==> config.mk <==
export PLATFORM = sky130hd
export DESIGN_NAME = mux2_rr_arbiter
export DESIGN_NICKNAME = d
export VERILOG_FILES = /design/src/rtl/mux2_rr_arbiter_pkg.sv /design/src/rtl/mux2_rr_arbiter_mux.sv /design/src/rtl/mux2_rr_arbiter.sv
export SDC_FILE = /design/constraint.sdc
export NUM_CORES = 1
export LEC_CHECK = 0
export CAP_MARGIN = 40
export CORE_MARGIN = 2
export CORE_UTILIZATION = 45
export DETAILED_ROUTE_END_ITERATION = 8
export PLACE_DENSITY = 0.73
export SYNTH_ARGS = -nofsm -noshare
export SYNTH_HDL_FRONTEND = slang
export SYNTH_SLANG_ARGS = --single-unit
==> constraint.sdc <==
create_clock -name clk -period 2.3 [get_ports clk]
set_clock_uncertainty 0.15 [all_clocks]
set_input_delay 0.46 -clock clk [delete_from_list [all_inputs] [get_ports clk]]
set_output_delay 0.46 -clock clk [all_outputs]
set_load 0.01 [all_outputs]
==> src/rtl/mux2_rr_arbiter_pkg.sv <==
// Shared definitions for the two-requester round-robin arbiter:
// state encoding, default sizing and a small index helper.
package mux2_rr_arbiter_pkg;

  // Default data width and burst limit of the shared channel
  localparam int DEFAULT_W         = 4;
  localparam int DEFAULT_MAX_BURST = 4;

  // Beat counter width; bounds the legal burst limit to 1..15
  localparam int COUNT_W = 4;

  // Arbiter states; the unused code 2'd3 recovers to idle
  typedef enum logic [1:0] {
    ST_IDLE    = 2'd0,
    ST_GRANT0  = 2'd1,
    ST_GRANT1  = 2'd2,
    ST_ILLEGAL = 2'd3
  } state_e;

  // Maps a requester index onto its grant state
  function automatic state_e grantState(input logic idx);
    return idx ? ST_GRANT1 : ST_GRANT0;
  endfunction

endpackage

==> src/rtl/mux2_rr_arbiter_mux.sv <==
// W-bit 2:1 data mux that steers the granted requester's beat
// towards the output register.
module mux_2to1_4b #(
  parameter int W = 4
) (
  input  logic [W-1:0] a_i,
  input  logic [W-1:0] b_i,
  input  logic         sel_i,
  output logic [W-1:0] y_o
);

  // Pick requester 1 data when the select is high, requester 0 otherwise
  always_comb begin
    y_o = sel_i ? b_i : a_i;
  end

endmodule

==> src/rtl/mux2_rr_arbiter.sv <==
// Round-robin arbiter sharing one registered W-bit output channel between
// two valid/ready requesters. A grant is held for up to MAX_BURST beats,
// or until the granted requester goes idle, then priority rotates.
module mux2_rr_arbiter
  import mux2_rr_arbiter_pkg::*;
#(
  parameter int W         = DEFAULT_W,
  parameter int MAX_BURST = DEFAULT_MAX_BURST
) (
  input  logic         clk,
  input  logic         rst_n,
  input  logic         in0_valid,
  input  logic [W-1:0] in0_data,
  output logic         in0_ready,
  input  logic         in1_valid,
  input  logic [W-1:0] in1_data,
  output logic         in1_ready,
  output logic         out_valid,
  output logic [W-1:0] out_data,
  output logic         out_src,
  input  logic         out_ready,
  output logic         sel,
  output logic         busy
);

  localparam logic [COUNT_W-1:0] BURST_LIMIT = COUNT_W'(MAX_BURST);

  state_e             state_q, state_d;
  logic               last_q, last_d;
  logic [COUNT_W-1:0] count_q, count_d;
  logic               outValid_q;
  logic [W-1:0]       outData_q;
  logic               outSrc_q;

  logic               grantIdx;
  logic               inGrant;
  logic               grantValid;
  logic               otherValid;
  logic               canLoad;
  logic               xfer;
  logic               burstEnd;
  logic               grantDone;
  logic [COUNT_W-1:0] countInc;
  logic [W-1:0]       muxData;

  mux_2to1_4b #(
    .W (W)
  ) u_mux (
    .a_i   (in0_data),
    .b_i   (in1_data),
    .sel_i (grantIdx),
    .y_o   (muxData)
  );

  // Decode the current grant and decide whether a beat moves this cycle
  always_comb begin
    inGrant    = (state_q == ST_GRANT0) || (state_q == ST_GRANT1);
    grantIdx   = (state_q == ST_GRANT1);
    grantValid = grantIdx ? in1_valid : in0_valid;
    otherValid = grantIdx ? in0_valid : in1_valid;
    canLoad    = !outValid_q || out_ready;
    xfer       = inGrant && grantValid && canLoad;
    countInc   = count_q + COUNT_W'(1);
    burstEnd   = xfer && (countInc == BURST_LIMIT);
    grantDone  = inGrant && (!grantValid || burstEnd);
  end

  // Next grant, priority pointer and beat count
  always_comb begin
    state_d = state_q;
    last_d  = last_q;
    count_d = count_q;
    case (state_q)
      ST_IDLE: begin
        if (in0_valid && in1_valid) begin
          state_d = grantState(!last_q);
        end else if (in0_valid) begin
          state_d = ST_GRANT0;
        end else if (in1_valid) begin
          state_d = ST_GRANT1;
        end
      end
      ST_GRANT0, ST_GRANT1: begin
        if (grantDone) begin
          last_d  = grantIdx;
          count_d = '0;
          if (otherValid) begin
            state_d = grantState(!grantIdx);
          end else if (grantValid) begin
            state_d = state_q;
          end else begin
            state_d = ST_IDLE;
          end
        end else if (xfer) begin
          count_d = countInc;
        end
      end
      default: begin
        state_d = ST_IDLE;
        count_d = '0;
      end
    endcase
  end

  // Arbiter state and the single-entry output stage
  always_ff @(posedge clk or negedge rst_n) begin
    if (!rst_n) begin
      state_q    <= ST_IDLE;
      last_q     <= 1'b1;
      count_q    <= '0;
      outValid_q <= 1'b0;
      outData_q  <= '0;
      outSrc_q   <= 1'b0;
    end else begin
      state_q <= state_d;
      last_q  <= last_d;
      count_q <= count_d;
      if (xfer) begin
        outValid_q <= 1'b1;
        outData_q  <= muxData;
        outSrc_q   <= grantIdx;
      end else if (out_ready) begin
        outValid_q <= 1'b0;
      end
    end
  end

  assign in0_ready = (state_q == ST_GRANT0) && canLoad;
  assign in1_ready = (state_q == ST_GRANT1) && canLoad;
  assign sel       = grantIdx;
  assign busy      = (state_q != ST_IDLE);
  assign out_valid = outValid_q;
  assign out_data  = outData_q;
  assign out_src   = outSrc_q;

endmodule

Yosys cells after proc, flatten, opt, wreduce, memory -nomap -nowiden
Index checks and enable logic that the tools add are counted.
{"block": "totals", "register_bits": 13, "in_bits": 13, "output_inout_bits": 10, "word_cells": 51}
{"block": "op_classes", "n_addsub": 1, "eq_ne": 7, "muxes": 17, "bitwise_logic": 1, "n_reduce_logical": 19}
{"operator": "2-to-1 mux 2 bit", "n": 8}
{"operator": "2-to-1 mux 4 bit", "n": 3}
{"operator": "case mux 4 bit (2 select lines)", "n": 1}
{"operator": "logical AND 1 bit", "n": 7}
{"operator": "!= test 3 bit (second input constant)", "n": 2}
{"operator": "adder 4 x 1 -> 4 bit (second input constant)", "n": 1}
{"operator": "== test 4 x 3 -> 1 bit (second input constant)", "n": 1}
{"operator": "2-to-1 mux 1 bit", "n": 4}
{"operator": "!= test 4 bit (second input constant)", "n": 1}
{"operator": "case mux 2 bit (2 select lines)", "n": 1}
{"operator": "AND reduction 2 bit", "n": 2}
{"operator": "nonzero test 2 bit", "n": 2}
{"operator": "logical OR 1 bit", "n": 3}
{"operator": "AND reduction 3 bit", "n": 1}
{"operator": "== test 2 x 1 -> 1 bit (second input constant)", "n": 1}
{"operator": "== test 2 bit (second input constant)", "n": 1}
{"operator": "zero test 1 bit", "n": 2}
{"operator": "zero test 2 bit", "n": 1}
{"operator": "!= test 2 bit (second input constant)", "n": 1}
{"operator": "OR reduction 2 bit", "n": 1}
{"operator": "NOT 1 bit", "n": 1}

Longest topological paths before layout
{"block": "depth", "depth_word": 9, "depth_mapped": 7, "depth_no_buf": 6}

Modules after synthesis
Synthesis repeated with hierarchy kept, for this count alone.
{"block": "hier_totals", "cells_unflattened": 76, "hier_area_um2": 813.3}
{"module": "mux2_rr_arbiter", "instances": 1, "cells_each": 72, "area_each_um2": 768.2, "seq_area_each_um2": 326.6}
{"module": "mux_2to1_4b", "instances": 1, "cells_each": 4, "area_each_um2": 45.0, "seq_area_each_um2": 0.0}

Least setup slack after synthesis
No wires, ideal clock.
{"block": "synth_path", "kind": "register to register", "startpoint": "register state_q[0]", "endpoint": "register outSrc_q (netlist: out_src)", "setup_time_ns": 0.125, "arrival_ns": 1.644, "required_ns": 2.025, "slack_ns": 0.381, "stages_incl_launch_ff": 7, "n_path_buf": 1, "period_less_slack_ns": 1.919, "cell_sequence": "dfrtp_1 > inv_1 > ha_1 > mux2_4 > nand3_1 > buf_2 > mux2_2"}
{"block": "synth_via", "elab_chain_len": 4, "elab_cells_between_ends": 6, "cone_classes": "2 x eq/ne; 1 x mux; 3 x reduce/logical"}
{"element": "start: declaration", "line": "mux2_rr_arbiter.sv:28", "rtl": "state_e state_q, state_d;"}
{"element": "start signal: assignment", "line": "mux2_rr_arbiter.sv:115", "rtl": "state_q <= state_d;"}
{"element": "== test 2 bit (*)", "line": "mux2_rr_arbiter.sv:58", "rtl": "grantIdx = (state_q == ST_GRANT1);"}
{"element": "net sel", "line": "mux2_rr_arbiter.sv:22", "rtl": "output logic sel,"}
{"element": "2-to-1 mux 1 bit or logical OR 1 bit (tied branches)", "line": "mux2_rr_arbiter.sv:59, mux2_rr_arbiter.sv:57"}
{"element": "logical AND 1 bit (2 in a row)", "line": "mux2_rr_arbiter.sv:62", "rtl": "xfer = inGrant && grantValid && canLoad;"}
{"element": "end signal: assignment", "line": "mux2_rr_arbiter.sv:121", "rtl": "outSrc_q <= grantIdx;"}
{"element": "end: declaration", "line": "mux2_rr_arbiter.sv:33", "rtl": "logic outSrc_q;"}
The timed path passes the listed nets; every way through them passes the cells marked *.
A chain may end at the register's enable or synchronous reset.

Final worst setup path
{"block": "layout_path", "startpoint": "register state_q[0]", "endpoint": "output busy"}
{"block": "layout_via", "elab_chain_len": 1}
{"element": "nonzero test 2 bit", "line": "mux2_rr_arbiter.sv:131", "rtl": "assign busy = (state_q != ST_IDLE);"}
{"element": "end: declaration", "line": "mux2_rr_arbiter.sv:23", "rtl": "output logic busy"}
No other way between the ends.

==> run metrics <==
Clock Sink Count=13; DRT iter0 DRCs=3; outcome=completed; HP Start=out_data[2]; CTS tree=done; first-pass GRT wire length=2850 µm; most instantiated cells after synthesis=dfrtp_1 (12), nand2_1 (9), o21ai_0 (8), inv_1 (7), mux2i_1 (7); Least-Margin Pin Slew=586 ps; Detailed Route WL=1700 µm; htree depth=1; Critical Path Max Stage Delay=540 ps; routed len/inst=13.6 µm; GR peak layer=met2; final hold violations=0; crit path kind=reg2out; clk buf depth=2; via count=686; Cells after DPL=121; met2 usage=31.7%; full die area=0.00210 mm²; post-synth cell types=27; part of the cycle the worst path needs=96.1%; num ports=23; CP required=1690 ps; top_reg_cell synth=dfrtp_1; Leak=0.470 nW; synthesized area=788 µm²; sequential area share after synthesis=41.4%; CP max-delay cell=clkdlybuf4s50_1; CP Launch Type=register; Cells after Synth=82; Max Cap Viol=0; worst r2r src=state_q[0]; cell chosen for the clock root=clkbuf_4; Layout Nets=127; Layout Area Growth over Synthesis=34.9%; Final Critical Period=2210 ps; CP cell instances=inv_1 -> ha_2 -> inv_2 -> clkdlybuf4s50_1; Syn. warnings=0; Die W=45.9 µm; crit-path max FO=5; Worst slew margin=60.8%; Max Slew Vio Count=0; Core Box Area=0.00169 mm²; final setup violating endpoints=0; DRC violations left=0; unrepaired setup endpoints after global routing=no; Yosys reg bits=13; Synth area leaders=dfrtp_1 (38%), mux2i_1 (8.9%), ha_1 (7.9%); Syn Nets=100; DRT Pass-1 Iters=4; Worst EP arrival=1600 ps; die height=45.9 µm; Reg area=327 µm²; post-route ant nets=0; gpl congestion=0.852; post-synth top area cell=dfrtp_1; Crit. End Element=output pin; Initial Utilization=46.7%; I/O Buffers=22; worst skew pair latency=270 ps; PD cells=1190 mW/mm²; Final Non-Filler Cells=125; GR Util All Layers=19.0%; CTS clk-pin slew, worst paths=70 ps; Filler cells=144; Antenna diodes=0; Synth top area share=38.1%; Rows=15; Multi-input gate area=423 µm²; worst vdd ir=0.000643 V; mean post-synth cell area=9.61 µm²; worst setup path startpoint=state_q[0]; largest net degree at the start of global routing=14; TritonCTS buffer count=3; hold buffers post-CTS=0; layout cells sized above 1=13.9%; Fmax=452 MHz; GR met1 Demand/Resource=23.5%; fraction of registers with async set or reset after synthesis=100%; Post-synth EDFFs=0; met3 GRT Util=5.95%; initial antenna violation count=0; Via-to-Cell Ratio=5.49; Setup TNS=0 ps; count leader, synth=dfrtp_1; Hold Crit Class=reg2reg; number of global-route vias before repair=658; hpwl dp=1350 µm; grt total ovfl=0
[layout make-up]
| class | instances | share of cell area (%) |
|---|---|---|
| Sequential cell | 13 | 30.7 |
| Inverter | 7 | 2.47 |
| Clock buffer | 4 | 2.47 |
| Timing Repair Buffer | 25 | 22.6 |
| Multi-Input combinational cell | 59 | 39.8 |
| Tap cell | 17 | 2.00 |
[critical path: cells and delay by family, from the launching register on]
kind | cells | cell delay (ps)
DFF | 1 | 380
buffers and inverters | 3 | 730
adders and majority gates | 1 | 230
[state kept, by name (all words and copies together) (netlist names)]
register / cells
count_q: 4
state_q: 2
out_valid: 1
out_data: 4
out_src: 1
last_q: 1
[per-stage QoR]
step	power, mW	area (µm²)	setup WS (ps)	hold slack [ps]	utilization, %
5_1_grt	1.37	1060	7.33	372	63.0
3_3_place_gp	1.11	1040	-42.7	317	61.4
3_5_place_dp	1.13	1040	-53.0	323	61.4
4_1_cts	1.26	1060	24.9	340	62.8
2_1_floorplan	0.828	788	381	14.4	-
6_report	1.26	1060	89.1	335	63.0
[final timing paths]
kind,to,slack (ps),depth (start not counted)
setup / recovery,busy,90,4
hold / removal,out_data[2],330,2
setup reg to reg,out_src,290,6
hold reg to reg,out_data[2],330,2
max in group asynchronous,out_data[2],1210,1
min in group asynchronous,count_q[3],400,1
[what timing repair did]
item,in CTS,in global routing
buffers inserted,0,0
setup endpoints to repair,3,1
hold endpoints to repair,0,0
resized for setup,3,1
[kinds of logic (layout without fill, tap and decap cells)]
logic type,count (synthesis),in the layout,synth area share (%)
AO/OA/AOI/OAI,17,17,13.7
adder cells (fa/ha/maj),5,5,7.94
buffers and inverters,10,36,5.24
flip-flops,13,13,41.4
multiplexers,9,9,12.2
AND/OR/NAND/NOR,28,28,19.5
[cells in the final DEF (no fill, tap or decap), types with 4 or more instances in the layout]
cell type        count
clkdlybuf4s50_1     20
dfrtp_1             12
nand2_1              9
o21ai_0              8
mux2i_1              7
inv_1                6
a21oi_1              4
ha_1                 4
[report_power, final]
| group | switching [mW] | leakage (nW) | internal [mW] |
|---|---|---|---|
| clock network | 0.0710 | 0.0150 | 0.0672 |
| registers | 0.0497 | 0.166 | 0.320 |
| logic | 0.373 | 0.290 | 0.382 |
| total | 0.494 | 0.470 | 0.768 |
[per-layer routing]
layer	share of wire (%)	wire length, µm
met4	0.65	11
met1	44	745
met5	0	0
met3	4.3	73
met2	51	868
Power figures use the tool's default switching activity.
